**config.mk**
```make
export PLATFORM = sky130hd
export DESIGN_NAME = wts_channel_mixer
export DESIGN_NICKNAME = d
export VERILOG_FILES = /design/src/rtl/wts_mixer_pkg.sv /design/src/rtl/wts_mixer_saturate.sv /design/src/rtl/wts_channel_mixer.sv
export SDC_FILE = /design/constraint.sdc
export NUM_CORES = 1
export LEC_CHECK = 0
export ABC_AREA = 1
export BUFFER_PORTS_ARGS = -buffer_cell sky130_fd_sc_hd__buf_4
export CAP_MARGIN = 20
export CORE_MARGIN = 5
export CORE_UTILIZATION = 35
export CTS_BUF_LIST = sky130_fd_sc_hd__clkbuf_16
export CTS_CLUSTER_DIAMETER = 150
export DETAILED_ROUTE_END_ITERATION = 12
export SLEW_MARGIN = 20
export SYNTH_ARGS = -nofsm -noshare
export SYNTH_HDL_FRONTEND = slang
export SYNTH_SLANG_ARGS = --single-unit
```
**constraint.sdc**
```tcl
create_clock -name clk -period 6.7 [get_ports clk]
set_clock_uncertainty 0.1 [all_clocks]
set_input_delay 1.005 -clock clk [delete_from_list [all_inputs] [get_ports clk]]
set_output_delay 1.005 -clock clk [all_outputs]
set_load 0.005 [all_outputs]
```
**src/rtl/wts_mixer_pkg.sv**
```systemverilog
// Shared types and constants for the wave-table channel mixer.
// Holds the FSM encoding, datapath widths and output saturation limits.
package wts_mixer_pkg;

  typedef enum logic [1:0] {
    IDLE   = 2'd0,
    FETCH  = 2'd1,
    DRAIN  = 2'd2,
    OUTPUT = 2'd3
  } state_e;

  localparam int ACC_W    = 21;
  localparam int PROD_W   = 18;
  localparam int OUT_W    = 16;
  localparam int ENV_W    = 9;
  localparam int WADDR_W  = 7;
  localparam int SAMP_W   = 8;
  localparam int CH_W     = 3;
  localparam int SRAM_A_W = CH_W + WADDR_W;

  localparam int SAT_MAX = 32767;
  localparam int SAT_MIN = -32768;

  function automatic logic signed [ACC_W-1:0] prod_to_acc(input logic signed [PROD_W-1:0] p);
    return {{(ACC_W-PROD_W){p[PROD_W-1]}}, p};
  endfunction

endpackage

```
**src/rtl/wts_mixer_saturate.sv**
```systemverilog
// Combinational output scaling: (acc <<< gain) >>> 3, clamped to a signed 16-bit sample.
module wts_mixer_saturate
  import wts_mixer_pkg::*;
(
  input  logic signed [ACC_W-1:0] acc,
  input  logic        [1:0]       gain,
  output logic signed [OUT_W-1:0] sat
);

  localparam int W = ACC_W + 3;

  logic signed [W-1:0] ext;
  logic signed [W-1:0] scaled;

  always_comb begin
    // Three guard bits keep the maximum left shift of the accumulator lossless.
    ext    = {{3{acc[ACC_W-1]}}, acc};
    scaled = (ext <<< gain) >>> 3;
    if (scaled > SAT_MAX) begin
      sat = OUT_W'(SAT_MAX);
    end else if (scaled < SAT_MIN) begin
      sat = OUT_W'(SAT_MIN);
    end else begin
      sat = scaled[OUT_W-1:0];
    end
  end

endmodule

```
**src/rtl/wts_channel_mixer.sv**
```systemverilog
// Wave-table channel mixer: fetches one sample per channel, scales by envelope and sums.
// Optional per-channel mute port reg_ch_mute is enabled by defining WTS_MIXER_MUTE_EN.
module wts_channel_mixer
  import wts_mixer_pkg::*;
#(
  parameter int CH_NUM = 8
)
(
  input  logic                        clk,
  input  logic                        reset,
  input  logic                        active,
  input  logic [ENV_W*CH_NUM-1:0]     ch_envelope,
  input  logic [WADDR_W*CH_NUM-1:0]   ch_sram_a,
  output logic [SRAM_A_W-1:0]         sram_a,
  input  logic [SAMP_W-1:0]           sram_q,
  input  logic [1:0]                  reg_master_gain,
`ifdef WTS_MIXER_MUTE_EN
  input  logic [CH_NUM-1:0]           reg_ch_mute,
`endif
  output logic [OUT_W-1:0]            sample,
  output logic                        sample_valid,
  output logic                        overrun
);

  localparam logic [CH_W-1:0] LAST_CH = CH_W'(CH_NUM - 1);

  state_e                     state_q, state_d;
  logic [CH_W-1:0]            cnt_q, cnt_d;
  logic                       drain_q, drain_d;
  logic signed [ACC_W-1:0]    acc_q, acc_d;
  logic [SRAM_A_W-1:0]        sram_a_q, sram_a_d;
  logic [ENV_W-1:0]           env1_q, env1_d, env2_q, env2_d;
  logic                       mute1_q, mute1_d, mute2_q, mute2_d;
  logic                       issue_vld_q, issue_vld_d;
  logic                       rd_vld_q, rd_vld_d;
  logic                       prod_vld_q, prod_vld_d;
  logic signed [PROD_W-1:0]   prod_q, prod_d;
  logic signed [OUT_W-1:0]    sample_q, sample_d;
  logic                       sample_valid_q, sample_valid_d;
  logic                       overrun_q, overrun_d;

  logic                       issue;
  logic [CH_W-1:0]            issue_ch;
  logic signed [PROD_W-1:0]   q_ext, env_ext, mult;
  logic signed [OUT_W-1:0]    sat_out;

  wts_mixer_saturate u_sat (
    .acc  (acc_q),
    .gain (reg_master_gain),
    .sat  (sat_out)
  );

  always_comb begin
    state_d        = state_q;
    cnt_d          = cnt_q;
    drain_d        = drain_q;
    acc_d          = acc_q;
    sample_d       = sample_q;
    sample_valid_d = 1'b0;
    overrun_d      = 1'b0;
    issue          = 1'b0;
    issue_ch       = '0;

    if (prod_vld_q) begin
      acc_d = acc_q + prod_to_acc(prod_q);
    end

    case (state_q)
      IDLE: begin
        if (active) begin
          acc_d    = '0;
          cnt_d    = '0;
          issue    = 1'b1;
          issue_ch = '0;
          state_d  = FETCH;
        end
      end
      FETCH: begin
        overrun_d = active;
        if (cnt_q == LAST_CH) begin
          drain_d = 1'b0;
          state_d = DRAIN;
        end else begin
          cnt_d    = cnt_q + 1'b1;
          issue    = 1'b1;
          issue_ch = cnt_q + 1'b1;
        end
      end
      DRAIN: begin
        overrun_d = active;
        // Two cycles let the last read and multiply land in the accumulator.
        if (drain_q) begin
          state_d = OUTPUT;
        end else begin
          drain_d = 1'b1;
        end
      end
      OUTPUT: begin
        overrun_d      = active;
        sample_d       = sat_out;
        sample_valid_d = 1'b1;
        state_d        = IDLE;
      end
      default: state_d = IDLE;
    endcase
  end

  always_comb begin
    sram_a_d    = sram_a_q;
    env1_d      = env1_q;
    mute1_d     = mute1_q;
    issue_vld_d = issue;
    if (issue) begin
      for (int c = 0; c < CH_NUM; c++) begin
        if (issue_ch == CH_W'(c)) begin
          sram_a_d = {CH_W'(c), ch_sram_a[WADDR_W*c +: WADDR_W]};
          env1_d   = ch_envelope[ENV_W*c +: ENV_W];
`ifdef WTS_MIXER_MUTE_EN
          mute1_d  = reg_ch_mute[c];
`else
          mute1_d  = 1'b0;
`endif
        end
      end
    end
  end

  // Envelope and mute ride one stage behind the address to meet the RAM read data.
  always_comb begin
    rd_vld_d   = issue_vld_q;
    env2_d     = env1_q;
    mute2_d    = mute1_q;
    prod_vld_d = rd_vld_q;
    q_ext      = {{(PROD_W-SAMP_W){sram_q[SAMP_W-1]}}, sram_q};
    env_ext    = {{(PROD_W-ENV_W){1'b0}}, env2_q};
    mult       = q_ext * env_ext;
    prod_d     = mute2_q ? '0 : mult;
  end

  always_ff @(posedge clk) begin
    if (reset) begin
      state_q        <= IDLE;
      cnt_q          <= '0;
      drain_q        <= 1'b0;
      acc_q          <= '0;
      sram_a_q       <= '0;
      env1_q         <= '0;
      env2_q         <= '0;
      mute1_q        <= 1'b0;
      mute2_q        <= 1'b0;
      issue_vld_q    <= 1'b0;
      rd_vld_q       <= 1'b0;
      prod_vld_q     <= 1'b0;
      prod_q         <= '0;
      sample_q       <= '0;
      sample_valid_q <= 1'b0;
      overrun_q      <= 1'b0;
    end else begin
      state_q        <= state_d;
      cnt_q          <= cnt_d;
      drain_q        <= drain_d;
      acc_q          <= acc_d;
      sram_a_q       <= sram_a_d;
      env1_q         <= env1_d;
      env2_q         <= env2_d;
      mute1_q        <= mute1_d;
      mute2_q        <= mute2_d;
      issue_vld_q    <= issue_vld_d;
      rd_vld_q       <= rd_vld_d;
      prod_vld_q     <= prod_vld_d;
      prod_q         <= prod_d;
      sample_q       <= sample_d;
      sample_valid_q <= sample_valid_d;
      overrun_q      <= overrun_d;
    end
  end

  assign sram_a       = sram_a_q;
  assign sample       = sample_q;
  assign sample_valid = sample_valid_q;
  assign overrun      = overrun_q;

endmodule
```
# Word level (Yosys, flattened, before mapping)
# Index checks and enable logic that the tools add are counted.
# totals
regBits	96
in_bits	141
output_inout_bits	28
# classes
addsub	2
n_mul	1
order_cmp	2
n_eq_ne	15
shift	1
n_mux	44
n_bitwise	1
reduce_logical	12
# op_table
operator	n
2-to-1 mux 10 bit	8
2-to-1 mux 9 bit	8
2-to-1 mux 21 bit	3
2-to-1 mux 16 bit	2
<<< shifter 21 x 2 -> 24 bit	1
adder 21 x 18 -> 21 bit	1
greater-than comparator 21 x 16 -> 1 bit, second input constant	1
< comparator 21 x 16 -> 1 bit, second input constant	1
multiplier 8 x 10 -> 18 bit	1
== test 3 bit, second input constant	5
2-to-1 mux 1 bit	12
2-to-1 mux 3 bit	4
!= test 2 bit, second input constant	4
one-hot mux 2 bit (4 select lines)	1
nonzero test 8 bit	1
== test 3 x 2 -> 1 bit, second input constant	2
2-to-1 mux 2 bit	3
one-hot mux 3 bit (2 select lines)	1
AND reduction 3 bit	2
== test 2 bit, second input constant	2
one-hot mux 1 bit (2 select lines)	2
AND reduction 2 bit	2
nonzero test 2 bit	2
OR reduction 2 bit	2
7 further kinds	7

# Depth between registers and ports, before layout
# Gate-level depths: netlist of the first run.
# logic_depth
depth_word	12
ltp_mapped	23
ltp_nobuf	22

# By module
# From an unflattened synthesis of the first run, not the netlist that was laid out.
# hier_totals
hier_cells	1429
hier_area_um2	9136.3
# modules_own_cells
mod	instances	cells_per_inst	area_per_inst_um2	seq_area_each_um2
wts_channel_mixer	1	1277	8371.8	1881.8
wts_mixer_saturate	1	152	764.5	0.0

# Least setup slack after synthesis of the first run
# Ideal clock, no wire load.
# synth_path
kind	input port to flip-flop
startpoint	input sram_q[7]
endpoint	register prod_q[16]
arrival_ns	5.077
required_ns	6.485
path_slack_ns	1.408
cell_stages	19
cell_sequence	clkinv_1 > or2_2 > fa_1 > fa_1 > inv_1 > fa_1 > inv_1 > fa_1 > inv_1 > ha_1 > inv_1 > nor3_1 > nand3_1 > nand3_1 > nand2_1 > nand2_1 > a21oi_1 > or2_2 > and2_1
# synth_via
elab_chain_cells	1
# synth_lines
item	line	text
start, declared	wts_channel_mixer.sv:15	input logic [SAMP_W-1:0] sram_q,
multiplier 8 x 10 -> 18 bit	wts_channel_mixer.sv:136	mult = q_ext * env_ext;
end signal, assigned	wts_channel_mixer.sv:171	prod_q <= prod_d;
end, declared	wts_channel_mixer.sv:37	logic signed [PROD_W-1:0] prod_q, prod_d;
# No other way between the ends.
# A chain may end at the register's enable or synchronous reset.

# Worst setup path after layout of the first run
# Same ends and word-level chain as after synthesis.

==> results of run 1 <==
[cells in the mapped netlist (3+ instances only)]
library cell,count
nand2_1,298
inv_1,224
nor2_1,165
dfxtp_1,94
o21ai_0,94
a21oi_1,90
nand3_1,83
ha_1,71
fa_1,44
clkbuf_1,36
o211ai_1,19
nand4_1,14
or2_2,13
buf_2,12
inv_2,10
or2_0,10
nor3_1,7
a21o_1,6
buf_6,5
mux2i_1,5
clkinv_1,4
or2_1,4
xor2_1,4
nand2_2,3
nor2_2,3
nor4_1,3
[worst min-delay path by stage]
stage,startpoint,to,slack (ps),cells after the start
2_1_floorplan,issue_vld_q,prod_vld_d,290,2
5_1_grt,issue_vld_q,prod_vld_d,320,2
6_report,prod_vld_d,prod_vld_q,310,2
3_5_place_dp,prod_vld_d,prod_vld_q,300,2
3_3_place_gp,issue_vld_q,prod_vld_d,290,2
4_1_cts,prod_vld_d,prod_vld_q,310,2
[worst max-delay path: stages]
cell and delay (ps):
buf_4 90, clkinv_1 50, buf_4 160, or2_2 290, fa_1 510, fa_1 540
inv_1 50, fa_1 520, inv_1 50, fa_1 520, inv_1 40, ha_1 350
inv_1 80, nor3_1 230, nand3_1 110, nand3_1 140, nand2_1 60, nand2_1 50
a21oi_1 60, or2_2 260, and2_1 150
[per-stage QoR]
stage                     setup WS, ps  instance area, um2
after global routing              1205               10470
after detailed placement          1134               10180
after CTS                         1491               10470
final                             1501               10470
after global placement            1152               10180
after floorplan                   1408                8757
[registers in the layout, summed over array words and instances (netlist names)]
| register | flops |
|---|---|
| issue_vld_q | 1 |
| env2_q | 9 |
| acc_q | 21 |
| env1_q | 9 |
| prod_vld_d | 1 |
| sample | 16 |
| overrun | 1 |
| state_q | 2 |
| prod_vld_q | 1 |
| prod_q | 18 |
| drain_q | 1 |
| sram_a | 10 |
| cnt_q | 3 |
| sample_valid | 1 |
[where the power goes]
| group | internal [W] | switching, W |
|---|---|---|
| sequential | 0.000699 | 0.0000998 |
| clock | 0.000290 | 0.000226 |
| combinational | 0.000596 | 0.000935 |
| total | 0.00159 | 0.00126 |
[cell families after synthesis]
kind of cell | Yosys count
multiplexers | 5
flip-flops | 94
AND/OR/NAND/NOR | 613
buffers and inverters | 295
adder cells (fa/ha/maj) | 115
XOR/XNOR | 5
AO/OA/AOI/OAI | 224
[final cells by class]
| class | count | area (um2) | area share, % |
|---|---|---|---|
| Inverter | 239 | 898.4 | 8.578 |
| Tap cell | 324 | 405.4 | 3.871 |
| Clock buffer | 9 | 225.2 | 2.151 |
| Clock inverter | 7 | 71.32 | 0.6810 |
| Sequential cell | 94 | 1882 | 17.97 |
| Timing Repair Buffer | 171 | 1284 | 12.26 |
| Multi-Input combinational cell | 962 | 5707 | 54.49 |
[metal layers]
| layer | wire (um) | global-route usage (%) | share of wire [%] |
|---|---|---|---|
| met5 | 0 | 0 | 0 |
| met4 | 796 | 5.963 | 3.2 |
| met3 | 1441 | 4.689 | 5.8 |
| met2 | 12050 | 31.06 | 49 |
| met1 | 10450 | 19.93 | 42 |
==> qor.yml, run 1 <==
die_y_um: 168.2
synth_edf_count: 0
period_share_pct: 77.59
detail-route-antenna-nets: 0
static-leakage-power_nw: 5.742
detail_route.wirelength_mm: 24.74
crit-reg2reg-launch: "env2_q[0]"
post_synth_num_cell_types: 47
setup.worst_path.start: "sram_q[7]"
synth-compound-area-share_pct: 14.00
crit_type: "in -> reg"
design.final.nets: 1733
wl_per_cell_um: 13.70
synth.avg_cell_area_um2: 6.482
cp_data_required_time_ps: 6830
hold_slack_ps: 306.3
timing.final.hold_violations: 0
remaining_drc_errors: 0
drtPass1Iterations: 5
globalRouteOverflowTotal: 0
path_max_fanout: 10
r2r_end: "prod_q[16]"
synth_top_family_by_area: "simple AND/OR/NAND/NOR gates"
synth_ff_type: "dfxtp_1"
die_width_um: 168.2
synthTopCellsByArea: "dfxtp_1 21%, nand2_1 13%, ha_1 10%"
synth_async_sr_flop_share_pct: 0
power_density_nw_per_um2: 271.8
r2r_slack_ps: 1990
setup_viol: 0
cts_max_path_buffers: 2
ioPinCount: 169
worst_r2r_path_depth: 18
period_needed_ps: 5199
cts.hold.buffers_added: 0
via_per_inst: 4.801
synth_simple_gate_area_share_pct: 29.89
insertedDiodeCount: 0
synthMuxAreaShare_pct: 0.5715
post_route_cells_drive_above_1_share_pct: 15.25
clock-sinks: 94
layout_common_cells: "298 x nand2_1, 225 x inv_1, 171 x buf_4"
totalNegativeSetupSlack_ps: 0
post-cts-setup-buffer-count: 0
cts_repair_resize_count: 0
cp-end-kind: "flop"
layoutNonFillerInstCount: 1806
cts_buffers: 9
worst_pin_slew_ps: 885.5
place_inst: 1790
number_of_nets_in_the_synthesized_netlist: 1607
clockRootBuffer: "clkbuf_16"
layout.cells.most_common: "nand2_1"
maxCapViolCount: 0
synth_adder_area_share_pct: 20.20
tritoncts: "done"
die_area_um2: 28280
worst_setup_path_start_kind: "primary input"
outcome: "finished clean"
overall_power_consumption_w: 0.002846
library_cell_with_the_largest_summed_area_after_synthesis: "dfxtp_1"
cp_data_arrival_time_ps: 5330
hold_class: "reg -> reg"
first_iter_violations: 422
grt_setup_unrepaired: "false"
ys_ff_latch: 94
count_of_fill_cells_added_during_filler_insertion: 2645
grt_antenna_before_repair: 0
syn-cell-area_um2: 8757
drv_slew: 0
max-slew-margin-rel_pct: 40.77
post_synth_xor_area_fraction_pct: 0.5001
cts.reportedPaths.clkPinSlew_ps: 60
place.port_buffers: 168
clock_latency_ps: 350
gr-usage-all-layers_pct: 17.35
gp_congestion: 0.8868
std_cell_rows: 57
placeableCoreArea_um2: 24460
synth.yosys.seq_area_share_pct: 21.49
routed-via-count: 8670
postLayoutCoreUtil_pct: 42.81
ctsHtreeMaxLevel: 3
yosysWarningCount: 0
fmaxAchievable_ghz: 0.1924
synth_top_area_share_pct: 21.49
worst_setup_path_endpoint: "prod_q[16]"
effective_utilization_at_floorplan_pct: 35.80
vdd_drop_max_mv: 0.1408
dp.final_hpwl_mm: 20.72
syn_inst: 1351
grt_pass1_vias: 8628
areaGrowthSynthToFinish_pct: 19.59
maximum_number_of_pins_on_one_net_before_global_route_repair: 32
grt_first_pass_wirelength_mm: 40.67
(Power assumes the default switching activity.)
==> inputs of run 2 (changes only) <==
- clock period: 6.7 -> 4.5 ns (I/O delays scaled with it)
==> run 2 against run 1 <==
Global-route usage grew 0.54 points. Critical path type unchanged. Die area is the same. Via count grew 1.4%. Combinational power up 80%. Highest routed layer unchanged.
==> qor.yml, run 2 (synthesis gave the netlist of run 1 again) <==
via_per_inst: 4.786  # was 4.801
clockRootBuffer: "clkbuf_16"  # unchanged
worst_r2r_path_depth: 19  # was 18
setup_viol: 0  # unchanged
met2_usage_pct: 31.99  # was 31.06%
first_iter_violations: 447  # was 422
r2r_end: "prod_q[11]"  # was prod_q[16]
routed-via-count: 8792  # was 8670
power.share.clock_pct: 15.5  # was 18.1%
max-slew-margin-rel_pct: 39.65  # was 40.77%
dp_slack_ps: -247.3  # was 1134 ps
drtPass1Iterations: 6  # was 5
grt_antenna_before_repair: 0  # unchanged
cp_data_required_time_ps: 4650  # was 6830 ps
design.final.nets: 1765  # was 1733
globalRouteOverflowTotal: 0  # unchanged
place.port_buffers: 168  # unchanged
period_share_pct: 94.96
placeableCoreArea_um2: 24460  # unchanged
crit-reg2reg-launch: "env2_q[2]"  # was env2_q[0]
power.internal_w: 0.002592  # was 0.001585 W
critical-path-top-delay-family: "adder cells"  # unchanged
layout_common_cells: "297 x nand2_1, 219 x inv_1, 202 x buf_4"  # was 298 x nand2_1, 225 x inv_1, 171 x buf_4
dp.final_hpwl_mm: 21.01  # was 20.72 mm
drv_slew: 0  # unchanged
tritoncts: "done"  # unchanged
share_seq_of_total_power_pct: 25.5  # was 28.1%
comb_power_share_pct: 59.1  # was 53.8%
overall_power_consumption_w: 0.004666  # was 0.002846 W
whs_path_depth: 2  # unchanged
gr-usage-all-layers_pct: 17.89  # was 17.35%
largest_register: "acc_q"  # unchanged
critical_path.n_buffers_inverters: 6  # was 7
path_cells: "buf_4 > clkinv_4 > or2_4 > fa_1 > fa_1 > inv_1 > fa_1 > inv_2 > fa_1 > inv_2 > ha_4 > inv_2 > nor3_4 > nand3_2 > nand3_2 > nand2_1 > nand2_1 > a21oi_2 > or2_4 > and2_4"  # was buf_4 > clkinv_1 > buf_4 > or2_2 > fa_1 > fa_1 > inv_1 > fa_1 > inv_1 > fa_1 > inv_1 > ha_1 > inv_1 > nor3_1 > nand3_1 > nand3_1 > nand2_1 > nand2_1 > a21oi_1 > or2_2 > and2_1
timing.final.hold_violations: 0  # unchanged
hold_slack_ps: 304.8  # was 306.3 ps
detail_route.wirelength_mm: 25.11  # was 24.74 mm
remaining_drc_errors: 0  # unchanged
grt_first_pass_wirelength_mm: 42.06  # was 40.67 mm
sw_frac_of_total_pct: 44.45  # was 44.30%
effective_utilization_at_floorplan_pct: 35.80  # unchanged
worst_setup_path_start_kind: "primary input"  # unchanged
hold_class: "reg -> reg"  # unchanged
maxCapViolCount: 0  # unchanged
fmaxAchievable_ghz: 0.2340
use_met3_pct: 4.924  # was 4.689%
hold_path_end: "prod_vld_q"  # unchanged
gp_congestion: 0.8868  # unchanged
gr-usage-met1_pct: 21.24  # was 19.93%
crit_path_max_incr_delay_ps: 510  # was 540 ps
cts_buffers: 9  # unchanged
count_of_fill_cells_added_during_filler_insertion: 2592  # was 2645
cts.reportedPaths.clkPinSlew_ps: 70  # was 60 ps
ioPinCount: 169  # unchanged
netSwitchingPower_w: 0.002074  # was 0.001261 W
cp-end-kind: "flop"  # unchanged
static-leakage-power_nw: 5.913  # was 5.742 nW
layout.cells.most_common: "nand2_1"  # unchanged
largest_register_ffs: 21  # unchanged
outcome: "finished clean"  # unchanged
period_needed_ps: 4273
worst_pin_slew_ps: 902.0  # was 885.5 ps
vdd_drop_max_mv: 0.2093  # was 0.1408 mV
path_max_fanout: 6  # was 10
crit_type: "in -> reg"  # unchanged
cp_data_arrival_time_ps: 4420  # was 5330 ps
clock_latency_ps: 350  # about the same
die_width_um: 168.2  # unchanged
post_route_cells_drive_above_1_share_pct: 19.30  # was 15.25%
clock-sinks: 94  # unchanged
areaGrowthSynthToFinish_pct: 24.26  # was 19.59%
die_area_um2: 28280  # unchanged
gr-max-usage-layer: "met2"  # unchanged
r2r_slack_ps: 280  # was 1990 ps
grt_setup_unrepaired: "false"  # unchanged
crit_slowest_cell: "fa_1"  # unchanged
cts_max_path_buffers: 2  # unchanged
final_critical_path_setup_slack_ps: 226.9  # was 1501 ps
wl_per_cell_um: 13.67  # was 13.70 um
cpMostUsedCell: "fa_1"
grt_pass1_vias: 8687  # was 8628
die_y_um: 168.2  # unchanged
insertedDiodeCount: 0  # unchanged
power_density_nw_per_um2: 428.8  # was 271.8 nW/um2
ctsHtreeMaxLevel: 3  # unchanged
maximum_number_of_pins_on_one_net_before_global_route_repair: 32  # unchanged
std_cell_rows: 57  # unchanged
detail-route-antenna-nets: 0  # unchanged
hp-start: "prod_vld_d"  # unchanged
run 2: cell types whose count changed in the layout (fill, tap and decap cells not counted), sizes merged:
| cell | change |
|---|---|
| clkinvlp | -1 |
| bufinv | -1 |
| buf | +32 |
| clkinv | +1 |
run 2: worst max-delay path by stage:
stage                          from          to  cells past startpoint
final                     sram_q[7]  prod_q[16]                     20
after global routing      sram_q[7]  prod_q[17]                     22
after CTS                 sram_q[7]  prod_q[16]                     20
after detailed placement  sram_q[7]  prod_q[16]                     20
after global placement    sram_q[7]  prod_q[16]                     20
after floorplan           sram_q[7]  prod_q[16]                     19
run 2: stage by stage:
step           instance area [um2]  std cells  TNS [ps]  utilization (%)
2_1_floorplan                 8860       1351         0                -
3_3_place_gp                 10510       1821    -483.1            42.97
3_5_place_dp                 10510       1821    -661.4            42.97
4_1_cts                      10780       1836         0            44.08
5_1_grt                      10880       1837         0            44.48
6_report                     10880       1837         0            44.48
run 2: final cells by class:
cell class / count / area (um2) / share of cell area (%)
repair buffers: 203 / 1536 / 14.12
clock inverters: 6 / 46.29 / 0.4254
flip-flops and latches: 94 / 1888 / 17.35
clock buffers: 9 / 225.2 / 2.070
multi-input cells: 962 / 5877 / 54.01
well taps: 324 / 405.4 / 3.725
inverters: 239 / 903.4 / 8.302
run 2: repair_timing:
action,4_1_cts,5_1_grt
hold buffers,0,0
setup buffers,0,1
gates resized for setup,0,26
setup endpoints to repair,0,4
run 2: layer usage:
metal | wire length (um) | vias to the layer above
met3 | 1471 | 36
met4 | 567 | 0
met5 | 0 | -
met2 | 12580 | 182
met1 | 10500 | 4001
li1 | - | 4573
run 2: worst reg2reg max path, cell delays in order, from the launching register on:
cell and delay [ps]:
dfxtp_1 470, buf_4 180, nand2_1 60, fa_1 380, inv_1 80, fa_1 380
inv_1 80, fa_1 430, fa_1 540, inv_1 40, ha_1 320, a21oi_1 140
nand2_1 130, nand2_1 80, nand2_1 50, a21oi_1 170, o21ai_0 140, buf_4 160
o21ai_0 140, a21oi_1 50
run 2: power by group through the flow:
stage	Sequential [W]	Combinational (W)	Clock [W]
3_3_place_gp	0.00120	0.00262	0
2_1_floorplan	0.00114	0.00185	0
6_report	0.00119	0.00276	0.000722
5_1_grt	0.00121	0.00318	0.000774
3_5_place_dp	0.00120	0.00265	0
4_1_cts	0.00119	0.00267	0.000752
==> inputs of run 3 (changes only) <==
- PLACE_DENSITY: default -> 0.59
==> run 3 against run 2 <==
Maximum frequency shrank 2.0%. Routed wire length shrank 1.0%. Power shrank 0.22%. Cell area barely moved. Worst setup slack worse by 89 ps. Critical path depth unchanged. Critical endpoint unchanged. Highest routed layer unchanged.
==> qor.yml, run 3 (synthesis gave the netlist of run 1 again) <==
outcome: "finished clean"  # unchanged
clock-sinks: 94  # unchanged
cts.hold.buffers_added: 0  # unchanged
wl_per_cell_um: 13.50  # was 13.67 um
detail_route.wirelength_mm: 24.85  # was 25.11 mm
static-leakage-power_nw: 5.921  # was 5.913 nW
period_share_pct: 96.94  # was 94.96%
vdd_drop_max_mv: 0.2523  # was 0.2093 mV
crit_type: "in -> reg"  # unchanged
timing.final.hold_violations: 0  # unchanged
cts.reportedPaths.clkPinSlew_ps: 70  # about the same
path_cells: "buf_4 > clkinv_4 > or2_4 > fa_1 > fa_1 > inv_2 > fa_1 > inv_2 > fa_1 > inv_2 > ha_4 > inv_2 > nor3_4 > nand3_2 > nand3_2 > nand2_2 > nand2_2 > a21oi_2 > or2_2 > and2_4"  # was buf_4 > clkinv_4 > or2_4 > fa_1 > fa_1 > inv_1 > fa_1 > inv_2 > fa_1 > inv_2 > ha_4 > inv_2 > nor3_4 > nand3_2 > nand3_2 > nand2_1 > nand2_1 > a21oi_2 > or2_4 > and2_4
grt_antenna_before_repair: 0  # unchanged
worst_setup_path_start_kind: "primary input"  # unchanged
ioPinCount: 169  # unchanged
via_per_inst: 4.769  # was 4.786
post_route_cells_drive_above_1_share_pct: 19.38  # was 19.30%
grt_setup_unrepaired: "false"  # unchanged
insertedDiodeCount: 0  # unchanged
cp-end-kind: "flop"  # unchanged
setup_viol: 0  # unchanged
die_width_um: 168.2  # unchanged
place.port_buffers: 168  # unchanged
largest_register_ffs: 21  # unchanged
detail-route-antenna-nets: 0  # unchanged
critical_path.n_buffers_inverters: 6  # unchanged
crit_path_max_incr_delay_ps: 560  # was 510 ps
layoutNonFillerInstCount: 1841  # was 1837
clockRootBuffer: "clkbuf_16"  # unchanged
cp_data_required_time_ps: 4650  # about the same
drtPass1Iterations: 5  # was 6
areaGrowthSynthToFinish_pct: 24.36  # was 24.26%
cts_max_path_buffers: 2  # unchanged
layout.cells.most_common: "nand2_1"  # unchanged
hold_class: "reg -> reg"  # unchanged
cts_buffers: 9  # unchanged
dpl-instance-area_um2: 10520  # was 10510 um2
placeableCoreArea_um2: 24460  # unchanged
critical-path-top-delay-family: "adder cells"  # unchanged
die_area_um2: 28280  # unchanged
gr-usage-all-layers_pct: 17.47  # was 17.89%
drv_slew: 0  # unchanged
routed-via-count: 8780  # was 8792
dp.final_hpwl_mm: 20.78  # was 21.01 mm
cp_data_arrival_time_ps: 4510  # was 4420 ps
totalNegativeSetupSlack_ps: 0  # unchanged
layout_common_cells: "295 x nand2_1, 219 x inv_1, 206 x buf_4"  # was 297 x nand2_1, 219 x inv_1, 202 x buf_4
period_needed_ps: 4362  # was 4273 ps
die_y_um: 168.2  # unchanged
remaining_drc_errors: 0  # unchanged
fin_area_um2: 10890  # was 10880 um2
std_cell_rows: 57  # unchanged
fmaxAchievable_ghz: 0.2292  # was 0.2340 GHz
maxCapViolCount: 0  # unchanged
worst_pin_slew_ps: 971.7  # was 902.0 ps
final_critical_path_setup_slack_ps: 137.9  # was 226.9 ps
dp_slack_ps: -251.1  # was -247.3 ps
power_density_nw_per_um2: 427.5  # was 428.8 nW/um2
crit_slowest_cell: "fa_1"  # unchanged
maximum_number_of_pins_on_one_net_before_global_route_repair: 32  # unchanged
gp_congestion: 0.9085  # was 0.8868
ctsHtreeMaxLevel: 3  # unchanged
design.final.nets: 1768  # was 1765
max-slew-margin-rel_pct: 34.98  # was 39.65%
path_max_fanout: 6  # unchanged
grt_first_pass_wirelength_mm: 41.21  # was 42.06 mm
clock_latency_ps: 350  # about the same
postLayoutCoreUtil_pct: 44.52  # was 44.48%
tritoncts: "done"  # unchanged
largest_register: "acc_q"  # unchanged
first_iter_violations: 381  # was 447
effective_utilization_at_floorplan_pct: 35.80  # unchanged
grt_pass1_vias: 8658  # was 8687
globalRouteOverflowTotal: 0  # unchanged
place_inst: 1824  # was 1821
## run 3: cell count changes in the layout (fill, tap and decap cells not counted), sizes merged
cell | previous run | this run
clkinv | 8 | 9
clkinvlp | 0 | 1
inv | 237 | 236
buf | 203 | 206
## run 3: path summary, 6_finish.rpt
check,slack (ps),startpoint,end,depth (start not counted)
min,310,prod_vld_d,prod_vld_q,2
max,140,sram_q[7],prod_q[16],20
max reg2reg,220,env2_q[2],prod_q[11],19
min reg2reg,310,prod_vld_d,prod_vld_q,2
## run 3: layer usage
metal	share of wire [%]	vias to the layer above	GRT usage (%)
met2	49	188	30.89
met3	5.5	42	4.056
met4	2.9	0	5.540
li1	-	4565	-
met5	0	-	0
met1	43	3985	20.98
## run 3: worst reg2reg max path: stages, from the launching register on
cell	delay, ps
dfxtp_1	450
buf_4	180
nand2_1	70
fa_1	380
inv_1	90
fa_1	390
inv_1	90
fa_1	430
fa_1	540
inv_1	40
ha_1	310
a21oi_1	140
nand2_1	150
nand2_1	90
nand2_1	50
a21oi_1	180
o21ai_0	150
buf_4	160
o21ai_0	130
a21oi_1	50
## run 3: report_power, final
group / switching [W] / internal (W)
combinational: 0.00157 / 0.00117
clock: 0.000359 / 0.000382
sequential: 0.000138 / 0.00104
## run 3: what timing repair did
item,CTS,global route
buffers inserted,0,1
gates resized for setup,0,21
endpoints found under the setup margin,0,3
## run 3: metrics by stage
stage	hold slack [ps]	power (W)
2_1_floorplan	288.3	0.002991
3_3_place_gp	289.5	0.003808
3_5_place_dp	297.2	0.003842
4_1_cts	306.3	0.004610
5_1_grt	323.2	0.005151
6_report	307.5	0.004656
## run 3: layout make-up
| cell class | instances | area [um2] |
|---|---|---|
| clock inverter | 7 | 58.81 |
| tap | 324 | 405.4 |
| fill | 2591 | 13570 |
| clock buffer | 9 | 225.2 |
| sequential | 94 | 1887 |
| timing repair buffer | 206 | 1546 |
| multi-input combinational | 962 | 5864 |
| inverter | 239 | 903.4 |
